===== src/rtl/mem_bus_arbiter_if.sv =====
// Bus bundle between the two requesting masters (CPU = m0, DMA = m1), the
// arbiter, and the shared memory/IO port.
interface mem_bus_arbiter_if;
  logic        m0_req;
  logic        m0_we;
  logic [31:0] m0_addr;
  logic [31:0] m0_wdata;
  logic        m0_gnt;
  logic        m0_done;
  logic [31:0] m0_rdata;

  logic        m1_req;
  logic        m1_we;
  logic [31:0] m1_addr;
  logic [31:0] m1_wdata;
  logic        m1_gnt;
  logic        m1_done;
  logic [31:0] m1_rdata;

  logic        mem_en;
  logic        mem_we;
  logic [31:0] mem_addr;
  logic [31:0] mem_wdata;
  logic [31:0] mem_rdata;
  logic        busy;

  // Arbiter side.
  modport slave (
    input  m0_req, m0_we, m0_addr, m0_wdata,
    input  m1_req, m1_we, m1_addr, m1_wdata,
    input  mem_rdata,
    output m0_gnt, m0_done, m0_rdata,
    output m1_gnt, m1_done, m1_rdata,
    output mem_en, mem_we, mem_addr, mem_wdata, busy
  );

  // Requester / memory-model side.
  modport master (
    output m0_req, m0_we, m0_addr, m0_wdata,
    output m1_req, m1_we, m1_addr, m1_wdata,
    output mem_rdata,
    input  m0_gnt, m0_done, m0_rdata,
    input  m1_gnt, m1_done, m1_rdata,
    input  mem_en, mem_we, mem_addr, mem_wdata, busy
  );
endinterface


===== src/rtl/mem_bus_arbiter.sv =====
// Two-master fair arbiter onto a single-cycle shared memory port.
// One access every three cycles: IDLE (arbitrate) -> ACCESS -> CAPTURE.
module mem_bus_arbiter (
  input  logic              clock,
  input  logic              reset,
  mem_bus_arbiter_if.slave  bus
);

  typedef enum logic [1:0] {
    IDLE    = 2'd0,
    ACCESS  = 2'd1,
    CAPTURE = 2'd2
  } state_t;

  state_t      state_reg;
  logic        last_grant_reg;
  logic        owner_reg;
  logic        we_reg;
  logic        mem_en_reg;
  logic        mem_we_reg;
  logic [31:0] mem_addr_reg;
  logic [31:0] mem_wdata_reg;
  logic [1:0]  gnt_reg;
  logic [1:0]  done_reg;
  logic        busy_reg;

  logic [1:0]  req_vec;
  logic        winner_next;
  logic        we_next;
  logic [31:0] addr_next;
  logic [31:0] wdata_next;

  assign req_vec = {bus.m1_req, bus.m0_req};

  // Lone requester wins; on contention the master not granted last wins.
  always_comb begin
    winner_next = ~last_grant_reg;
    case (req_vec)
      2'b01:   winner_next = 1'b0;
      2'b10:   winner_next = 1'b1;
      default: winner_next = ~last_grant_reg;
    endcase
  end

  assign we_next    = winner_next ? bus.m1_we    : bus.m0_we;
  assign addr_next  = winner_next ? bus.m1_addr  : bus.m0_addr;
  assign wdata_next = winner_next ? bus.m1_wdata : bus.m0_wdata;

  always_ff @(posedge clock) begin
    if (reset) begin
      state_reg      <= IDLE;
      last_grant_reg <= 1'b1;
      owner_reg      <= 1'b0;
      we_reg         <= 1'b0;
      mem_en_reg     <= 1'b0;
      mem_we_reg     <= 1'b0;
      mem_addr_reg   <= '0;
      mem_wdata_reg  <= '0;
      gnt_reg        <= '0;
      done_reg       <= '0;
      busy_reg       <= 1'b0;
    end else begin
      gnt_reg  <= '0;
      done_reg <= '0;
      case (state_reg)
        IDLE: begin
          if (|req_vec) begin
            state_reg      <= ACCESS;
            owner_reg      <= winner_next;
            last_grant_reg <= winner_next;
            we_reg         <= we_next;
            mem_en_reg     <= 1'b1;
            mem_we_reg     <= we_next;
            mem_addr_reg   <= addr_next;
            mem_wdata_reg  <= wdata_next;
            gnt_reg        <= winner_next ? 2'b10 : 2'b01;
            busy_reg       <= 1'b1;
          end
        end
        ACCESS: begin
          state_reg  <= CAPTURE;
          mem_en_reg <= 1'b0;
          mem_we_reg <= 1'b0;
        end
        CAPTURE: begin
          // done lands in the following IDLE cycle, where a new grant may also start.
          state_reg <= IDLE;
          busy_reg  <= 1'b0;
          done_reg  <= owner_reg ? 2'b10 : 2'b01;
        end
        default: begin
          state_reg  <= IDLE;
          mem_en_reg <= 1'b0;
          mem_we_reg <= 1'b0;
          busy_reg   <= 1'b0;
        end
      endcase
    end
  end

  // Per-master read-data holding registers; writes leave them untouched.
  genvar gi;
  generate
    for (gi = 0; gi < 2; gi++) begin : g_rdata
      logic [31:0] rdata_reg;
      always_ff @(posedge clock) begin
        if (reset) begin
          rdata_reg <= '0;
        end else if (state_reg == CAPTURE && !we_reg && owner_reg == 1'(gi)) begin
          rdata_reg <= bus.mem_rdata;
        end
      end
    end
  endgenerate

  assign bus.m0_gnt    = gnt_reg[0];
  assign bus.m1_gnt    = gnt_reg[1];
  assign bus.m0_done   = done_reg[0];
  assign bus.m1_done   = done_reg[1];
  assign bus.m0_rdata  = g_rdata[0].rdata_reg;
  assign bus.m1_rdata  = g_rdata[1].rdata_reg;
  assign bus.mem_en    = mem_en_reg;
  assign bus.mem_we    = mem_we_reg;
  assign bus.mem_addr  = mem_addr_reg;
  assign bus.mem_wdata = mem_wdata_reg;
  assign bus.busy      = busy_reg;

endmodule


===== src/flat_wrapper.sv =====
// flat-port wrapper written by rule: the top's interface ports become plain ports
module mem_bus_arbiter_flat 
  (clock, reset, bus_m0_req, bus_m0_we, bus_m0_addr, bus_m0_wdata, bus_m1_req, bus_m1_we, bus_m1_addr, bus_m1_wdata, bus_mem_rdata, bus_m0_gnt, bus_m0_done, bus_m0_rdata, bus_m1_gnt, bus_m1_done, bus_m1_rdata, bus_mem_en, bus_mem_we, bus_mem_addr, bus_mem_wdata, bus_busy);
  mem_bus_arbiter_if bus_i ();
  input  logic clock;
  input  logic reset;
  input wire logic [$bits(bus_i.m0_req)-1:0] bus_m0_req;
  input wire logic [$bits(bus_i.m0_we)-1:0] bus_m0_we;
  input wire logic [$bits(bus_i.m0_addr)-1:0] bus_m0_addr;
  input wire logic [$bits(bus_i.m0_wdata)-1:0] bus_m0_wdata;
  input wire logic [$bits(bus_i.m1_req)-1:0] bus_m1_req;
  input wire logic [$bits(bus_i.m1_we)-1:0] bus_m1_we;
  input wire logic [$bits(bus_i.m1_addr)-1:0] bus_m1_addr;
  input wire logic [$bits(bus_i.m1_wdata)-1:0] bus_m1_wdata;
  input wire logic [$bits(bus_i.mem_rdata)-1:0] bus_mem_rdata;
  output wire logic [$bits(bus_i.m0_gnt)-1:0] bus_m0_gnt;
  output wire logic [$bits(bus_i.m0_done)-1:0] bus_m0_done;
  output wire logic [$bits(bus_i.m0_rdata)-1:0] bus_m0_rdata;
  output wire logic [$bits(bus_i.m1_gnt)-1:0] bus_m1_gnt;
  output wire logic [$bits(bus_i.m1_done)-1:0] bus_m1_done;
  output wire logic [$bits(bus_i.m1_rdata)-1:0] bus_m1_rdata;
  output wire logic [$bits(bus_i.mem_en)-1:0] bus_mem_en;
  output wire logic [$bits(bus_i.mem_we)-1:0] bus_mem_we;
  output wire logic [$bits(bus_i.mem_addr)-1:0] bus_mem_addr;
  output wire logic [$bits(bus_i.mem_wdata)-1:0] bus_mem_wdata;
  output wire logic [$bits(bus_i.busy)-1:0] bus_busy;
  assign bus_i.m0_req = bus_m0_req;
  assign bus_i.m0_we = bus_m0_we;
  assign bus_i.m0_addr = bus_m0_addr;
  assign bus_i.m0_wdata = bus_m0_wdata;
  assign bus_i.m1_req = bus_m1_req;
  assign bus_i.m1_we = bus_m1_we;
  assign bus_i.m1_addr = bus_m1_addr;
  assign bus_i.m1_wdata = bus_m1_wdata;
  assign bus_i.mem_rdata = bus_mem_rdata;
  assign bus_m0_gnt = bus_i.m0_gnt;
  assign bus_m0_done = bus_i.m0_done;
  assign bus_m0_rdata = bus_i.m0_rdata;
  assign bus_m1_gnt = bus_i.m1_gnt;
  assign bus_m1_done = bus_i.m1_done;
  assign bus_m1_rdata = bus_i.m1_rdata;
  assign bus_mem_en = bus_i.mem_en;
  assign bus_mem_we = bus_i.mem_we;
  assign bus_mem_addr = bus_i.mem_addr;
  assign bus_mem_wdata = bus_i.mem_wdata;
  assign bus_busy = bus_i.busy;
  mem_bus_arbiter u_core (.clock(clock), .reset(reset), .bus(bus_i));
endmodule

===== config.mk =====
export PLATFORM = sky130hd
export DESIGN_NAME = mem_bus_arbiter_flat
export DESIGN_NICKNAME = d
export VERILOG_FILES = /design/src/rtl/mem_bus_arbiter_if.sv /design/src/rtl/mem_bus_arbiter.sv /design/src/flat_wrapper.sv
export SDC_FILE = /design/constraint.sdc
export NUM_CORES = 1
export LEC_CHECK = 0
export ABC_AREA = 1
export CORE_UTILIZATION = 34
export CTS_CLUSTER_SIZE = 25
export DETAILED_ROUTE_END_ITERATION = 16
export PLACE_DENSITY = 0.79
export SLEW_MARGIN = 30
export SYNTH_ARGS = -nofsm -noshare
export SYNTH_HDL_FRONTEND = slang
export SYNTH_SLANG_ARGS = --single-unit

===== constraint.sdc =====
create_clock -name clock -period 2.4 [get_ports clock]
set_input_delay 0.24 -clock clock [delete_from_list [all_inputs] [get_ports clock]]
set_output_delay 0.24 -clock clock [all_outputs]
set_load 0.005 [all_outputs]

Word-level counts from Yosys, hierarchy flattened
Cells that the tools add are included.
- input bits: 166
- register bits: 140
- bitwise operators: 6
- reductions and logical operators: 11
- eq/ne operators: 5
- multiplexer cells: 13
- operators with widths (operator ; count):
    $mux 32 ; 2
    $pmux 1 s2 ; 4
    $mux 2 ; 3
    $not 1->1 ; 6
    $reduce_and 2->1 ; 3
    $eq 2x1->1 const B ; 2
    $eq 2x2->1 const B ; 2
    $pmux 2 s2 ; 1
    $reduce_or 2->1 ; 2
    $logic_and 1x1->1 ; 3
    $mux 1 ; 3
    $reduce_or 3->1 ; 1
    $logic_not 2->1 ; 1
    $ne 2x1->1 const B ; 1
    $logic_not 1->1 ; 1

Logic depth before layout (Yosys ltp)
Gate-level depths: netlist of the first run.
- depth in word-level cells: 5
- gate-level depth with buffers: 9

Least setup slack after synthesis of the first run
No wires, ideal clock.
- path kind: input-to-reg
- start point: input port bus_m1_req
- end point: register u_core.mem_addr_reg[10] (netlist: u_core.bus.mem_addr[10])
- path buffers: 1
- stages on the path: 7
- setup slack: 1.063 ns
- data arrival time: 1.224 ns
- required time: 2.287 ns
- cells stage by stage: inv_1 > ha_1 > o21ai_1 > clkbuf_1 > nand2_1 > nand3_1 > nand2_1
- cells in the longest elaborated chain, start to end: 3
- elaborated cells between the ends (all ways): 6
- those cells by class: eq/ne (2); mux (2); reduce/logical (2)
- ends and longest elaborated chain (element ; RTL line ; text):
    from (decl) ; flat_wrapper.sv:11 ; input wire logic [$bits(bus_i.m1_req)-1:0] bus_m1_req;
    $eq 2x2->1 or $eq 2x1->1 (tied branches) ; mem_bus_arbiter.sv:38 ; case (req_vec)
    $pmux 1 s2 ; mem_bus_arbiter.sv:38 ;
    $mux 32 ; mem_bus_arbiter.sv:46 ; assign addr_next = winner_next ? bus.m1_addr : bus.m0_addr;
    to (signal assigned) ; mem_bus_arbiter.sv:74 ; mem_addr_reg <= addr_next;
    to (decl) ; mem_bus_arbiter.sv:21 ; logic [31:0] mem_addr_reg;
Parallel ways exist; a longest one is shown, timed or not.
A chain may end at the register's enable or synchronous reset.

Worst setup path in the final report of the first run
- start point: input port bus_m1_req
- end point: register u_core.mem_wdata_reg[15] (netlist: u_core.bus.mem_wdata[15])
- cells in the longest elaborated chain, start to end: 3
- elaborated cells between the ends (all ways): 6
- those cells by class: eq/ne (2); mux (2); reduce/logical (2)
- ends and longest elaborated chain (element ; RTL line ; text):
    $eq 2x2->1 or $eq 2x1->1 (tied branches) ; mem_bus_arbiter.sv:38 ;
    $pmux 1 s2 ; mem_bus_arbiter.sv:38 ;
    $mux 32 ; mem_bus_arbiter.sv:47 ; assign wdata_next = winner_next ? bus.m1_wdata : bus.m0_wdata;
    to (signal assigned) ; mem_bus_arbiter.sv:75 ; mem_wdata_reg <= wdata_next;
    to (decl) ; mem_bus_arbiter.sv:22 ; logic [31:0] mem_wdata_reg;
Parallel ways exist; a longest one is shown, timed or not.

==> flow_metrics.py, run 1 <==
metrics = {
    "run_status": {
        "status": "complete, no violations",
    },
    "die": {
        "start_util_pct": 35.0,
        "fp.dieW_um": 136,
        "core_area_um2": 17400,
        "die_area_um2": 18500,
        "num_rows": 48,
        "ioPinCount": 301,
        "die_h_um": 136,
    },
    "clocking": {
        "clockBufferDepth": 2,
        "postCtsResizedCells": 0,
        "cts_hold_buf": 0,
        "path_clk_slew_ns": 0.06,
        "cts_setup_buffers": 0,
        "cts_max_level": 4,
        "cts_tree": "built",
        "clock_latency_ns": 0.41,
        "cts_made_buffers": 17,
        "cts-root-buf": "clkbuf_16",
        "cts.sinks": 140,
    },
    "power": {
        "comb_power_share_pct": 20.2,
        "p_leak_uw": 0.00421,
        "power_frac_seq_pct": 39.3,
        "p_sw_share_pct": 26.4,
        "p_int_uw": 4890,
        "powerDensity_nw_per_um2": 677,
        "p_switching_uw": 1750,
        "clkPwrFrac_pct": 40.4,
        "vdd_drop_max_mv": 0.462,
    },
    "synthesis": {
        "syn_area_um2": 6100,
        "synth.avg_cell_area_um2": 7.02,
        "synth_cells": 869,
        "synth_edf_count": 0,
        "ys_ff_latch": 140,
        "yosysWarnings": 0,
        "yosysMostFrequentCell": "nand3_1",
        "syn-num-nets": 1037,
        "synth_ff_type": "dfxtp_1",
        "synth_largest_area_cell": "dfxtp_1",
        "synth_commonest_cells": "nand3_1 (195), nand2_1 (163), dfxtp_1 (140), nor2_1 (133), inv_1 (87)",
        "yosys.area.top_type_share_pct": 46.0,
        "synth-seq-area-share_pct": 46.0,
        "synth_cell_types": 21,
        "ys_async_sr_fraction_pct": 0,
        "synth.area.top_cells": "dfxtp_1 (46%), nand3_1 (16%), nand2_1 (10%), nor2_1 (8.2%), nand4_1 (6.7%)",
    },
    "sta": {
        "finalSetupViolCount": 0,
        "slew_headroom_pct": 48.7,
        "hold_viol_final": 0,
        "whs_ns": 0.407,
        "fin_crit_sh_pct": 67.6,
        "drv_slew": 0,
        "tightest_slew_ns": 0.769,
        "rsz0062_at_grt": "no",
        "timing.fmax_ghz": 0.616,
        "tns_ns": 0,
        "post-route-min-period_ns": 1.62,
        "fin_skew_ns": 0.00575,
    },
    "worst_setup_path": {
        "arrival_ns": 1.98,
        "crit_path_end_kind": "flop",
        "critical_path.startpoint": "bus_m1_req",
        "cp_max_fo": 38,
        "rr_startpoint": "u_core.state_reg[1]",
        "cp.required_ns": 2.75,
        "startpoint_type": "primary input",
        "criticalPathCategory": "primary input to flop",
    },
    "global_route": {
        "grt_max_degree": 112,
        "track_usage_pct": 21.2,
        "antenna_found_initial": 0,
        "grt_pass1_wl_mm": 31.0,
        "grt_pass1_vias": 6249,
        "grt-ovfl-total": 0,
    },
    "final_layout": {
        "utilization_pct": 56.4,
        "antenna_cells": 0,
        "drive_above_1_share_pct": 5.32,
        "fin_area_um2": 9820,
        "nets": 1302,
        "stdcell_count": 1372,
        "area_delta_synth_final_pct": 61.1,
        "fillers": 1609,
    },
    "routing": {
        "vias_per_cell": 4.90,
        "wire_per_inst_um": 14.6,
        "remaining_drc_errors": 0,
        "drt_iter0_markers": 334,
        "drtAntennaViolNets": 0,
        "drt_first_pass_iters": 5,
        "wirelength_mm": 20.0,
        "dr_total_vias": 6721,
    },
    "placed_design": {
        "dpl.cell_count": 1340,
        "numPortBuffers": 300,
        "place.gp.congestion": 0.860,
        "hpwl_mm": 13.8,
        "placed_area_um2": 9210,
    },
    "min_path": {
        "min_path_type": "primary input to flop",
        "hp-start": "bus_m0_addr[21]",
    },
    "job": {
        "maxCapViolCount": 0,
    },
}
[cell type report]
type / instances / area, um2 / area share (%)
clock buffer: 23 / 498 / 5.07
clock inverter: 9 / 110 / 1.12
inverter: 90 / 339 / 3.45
multi-input combinational: 568 / 2610 / 26.6
sequential: 140 / 2800 / 28.5
tap: 225 / 282 / 2.87
timing repair buffer: 317 / 3180 / 32.4
[per-layer routing]
layer	global-route usage (%)	vias up	share of wire, %
met5	0	-	0
met4	9.32	0	2.6
met3	5.82	35	8.9
met2	35.2	300	48
met1	25.6	3051	40
li1	-	3335	-
[power by group through the flow]
stage	logic, uW	clock network (uW)	registers [uW]
3_3_place_gp	1330	0	2660
2_1_floorplan	552	0	2660
5_1_grt	1460	2830	2630
4_1_cts	1350	2740	2610
3_5_place_dp	1350	0	2660
6_report	1350	2690	2610
[cell usage in the layout, fill, tap and decap left out]
cell,instances
a21oi_1,2
buf_12,4
buf_4,13
bufinv_16,2
clkbuf_1,1
clkbuf_16,17
clkbuf_8,5
clkdlybuf4s50_1,300
clkinv_2,3
clkinv_4,2
clkinvlp_4,3
dfxtp_1,140
ha_1,2
inv_1,85
inv_2,4
nand2_1,162
nand2_2,2
nand3_1,195
nand3_2,1
nand4_1,65
nor2_1,132
nor2_2,1
nor2_4,3
nor3_1,1
o21ai_0,1
o21ai_4,1
[final timing paths]
kind	to	slack [ns]	cells past startpoint
worst max-delay path	u_core.bus.mem_wdata[15]	0.78	9
worst min-delay path	u_core.bus.mem_addr[21]	0.41	3
worst min register to register	u_core.bus.mem_addr[31]	0.45	2
worst max register to register	u_core.bus.m0_rdata[18]	0.79	6
[worst max-delay path, cell delays in order]
cell and delay [ns]:
clkdlybuf4s50_1 0.48, inv_1 0.05, ha_1 0.35, inv_1 0.07, nand2_1 0.05, nand2_2 0.24
buf_12 0.24, nand3_1 0.11, nand3_1 0.11
[cells by family (layout without fill, tap and decap cells)]
group,count (synthesis),in the layout,synth area share [%]
and+or+nand+nor,562,562,41.7
buffers and inverters,161,439,11.6
DFF,140,140,46.0
AOI/OAI and AO/OA,4,4,0.328
adders and majority gates,2,2,0.410
[per-stage QoR]
stage,setup slack (ns),total power [uW]
2_1_floorplan,1.06,3210
3_3_place_gp,0.377,3990
3_5_place_dp,0.347,4010
4_1_cts,0.782,6700
5_1_grt,0.598,6920
6_report,0.777,6650
No activity file was read; power rests on OpenSTA's default activity.
==> run 2: changes to the inputs <==
Clock period 2.4 ns to 1.6 ns, I/O delays scaled along.
==> run 2 against run 1 <==
Compared with the run above: sequential share of layout area shrank 0.79 points; wire length increased by 3.2%; die area did not move; worst setup slack worse by 0.68 ns; sequential cell count unchanged; cell area rose by 2.9%; largest cell class unchanged.
==> flow_metrics.py, run 2 (same netlist as run 1, synthesis figures left out) <==
metrics = {
    "run_status": {
        "status": "complete, no violations",
    },
    "placed_design": {
        "preCtsSetupSlack_ns": -0.296,
        "place.gp.congestion": 0.847,
        "numPortBuffers": 300,
        "dpl.cell_count": 1359,
        "hpwl_mm": 14.8,
    },
    "sta": {
        "whs_ns": 0.317,
        "fin_crit_sh_pct": 93.7,
        "tns_ns": 0,
        "tightest_slew_ns": 0.421,
        "timing.final.ws_setup_ns": 0.101,
        "hold_viol_final": 0,
        "timing.fmax_ghz": 0.667,
        "finalSetupViolCount": 0,
        "drv_slew": 0,
        "fin_skew_ns": 0.0126,
        "post-route-min-period_ns": 1.50,
        "rsz0062_at_grt": "no",
        "slew_headroom_pct": 71.9,
    },
    "routing": {
        "drtAntennaViolNets": 0,
        "highest_layer": "met4",
        "wire_per_inst_um": 14.9,
        "drt_iter0_markers": 361,
        "vias_per_cell": 4.90,
        "dr_wl_met3_mm": 1.62,
        "met2_length_mm": 10.1,
        "drt_first_pass_iters": 5,
        "remaining_drc_errors": 0,
        "drt-met1-wl_mm": 8.34,
        "wirelength_mm": 20.7,
        "dr_total_vias": 6809,
    },
    "clocking": {
        "cts-root-buf": "clkbuf_16",
        "cts.sinks": 140,
        "cts_max_level": 4,
        "cts_setup_buffers": 0,
        "cts_made_buffers": 17,
        "cts_tree": "built",
        "cts_hold_buf": 0,
        "clock_latency_ns": 0.42,
        "path_clk_slew_ns": 0.06,
        "clockBufferDepth": 2,
        "postCtsResizedCells": 0,
    },
    "worst_setup_path": {
        "startpoint_type": "flop",
        "arrival_ns": 1.34,
        "worstPathCellList": "clkdlybuf4s50_1",
        "cp_max_fo": 2,
        "criticalPathCategory": "flop to output pin",
        "max_stage_delay_ns": 0.57,
        "cpLargestDelayFamily": "buffers and inverters",
        "cp.required_ns": 1.44,
        "cp_slowest_cell": "clkdlybuf4s50_1",
        "path_buf_inv": 1,
        "crit_path_end_kind": "output pin",
    },
    "global_route": {
        "grt_pass1_vias": 6555,
        "grt_max_degree": 65,
        "antenna_found_initial": 0,
        "grt_pass1_wl_mm": 32.2,
        "track_usage_pct": 22.2,
        "grt-ovfl-total": 0,
    },
    "job": {
        "maxCapViolCount": 0,
    },
    "final_layout": {
        "mostFrequentLayoutCell": "clkdlybuf4s50_1",
        "multiInputGateArea_um2": 2610,
        "utilization_pct": 58.0,
        "drive_above_1_share_pct": 6.95,
        "area_delta_synth_final_pct": 65.7,
        "fillers": 1551,
        "seqCellArea_um2": 2800,
        "nets": 1321,
        "antenna_cells": 0,
        "final_cell_mix": "clkdlybuf4s50_1 (300), nand3_1 (195), nand2_1 (162)",
        "stdcell_count": 1391,
    },
    "die": {
        "num_rows": 48,
        "fp.dieW_um": 136,
        "core_area_um2": 17400,
        "ioPinCount": 301,
        "start_util_pct": 35.0,
        "die_h_um": 136,
        "die_area_um2": 18500,
    },
    "min_path": {
        "min_path_type": "primary input to flop",
    },
    "power": {
        "p_leak_uw": 0.00435,
        "powerDensity_nw_per_um2": 1020,
        "vdd_drop_max_mv": 0.685,
    },
}
## run 2: cell types whose count changed in the layout (fill, tap and decap cells not counted)
cell       change
clkinv_4       +1
bufinv_16      +1
clkinv_2       -2
inv_6          +5
buf_12        +10
clkbuf_1       -1
buf_4          +9
clkbuf_8       -4
## run 2: layer usage
metal | GRT usage [%] | vias to the layer above
met5 | 0 | -
met4 | 9.94 | 0
met3 | 5.18 | 34
met2 | 38.6 | 311
met1 | 26.0 | 3090
li1 | - | 3374
## run 2: path summary, 6_finish.rpt
check,startpoint,to,cells after the start,slack (ns)
setup / recovery,u_core.bus.mem_wdata[5],bus_mem_wdata[5],1,0.10
hold / removal,bus_m1_wdata[4],u_core.bus.mem_wdata[4],3,0.32
setup reg to reg,u_core.state_reg[1],u_core.bus.m1_rdata[9],6,0.24
hold reg to reg,u_core.bus.mem_addr[6],u_core.bus.mem_addr[6],2,0.45
## run 2: power by group
group	internal, uW	total (uW)	switching [uW]
registers	3760	3920	157
clock network	2530	4190	1660
logic	1170	2150	981
## run 2: per-stage QoR
step,area [um2],power (uW)
finish,10100,10300
detailed placement,9480,6140
floorplan,6100,4820
CTS,10100,10300
global route,10100,10700
global placement,9480,6110
## run 2: worst min-delay path: cells and delay by family
family	cells	cell delay [ns]
buffers and inverters	1	0.39
AND/OR/NAND/NOR	2	0.14
## run 2: layout make-up
type	count	share of cell area, %
repair buffers	336	34.1
flip-flops and latches	140	27.7
multi-input cells	568	25.8
clock buffers	18	4.35
inverters	90	3.36
well taps	225	2.79
clock inverters	14	1.81
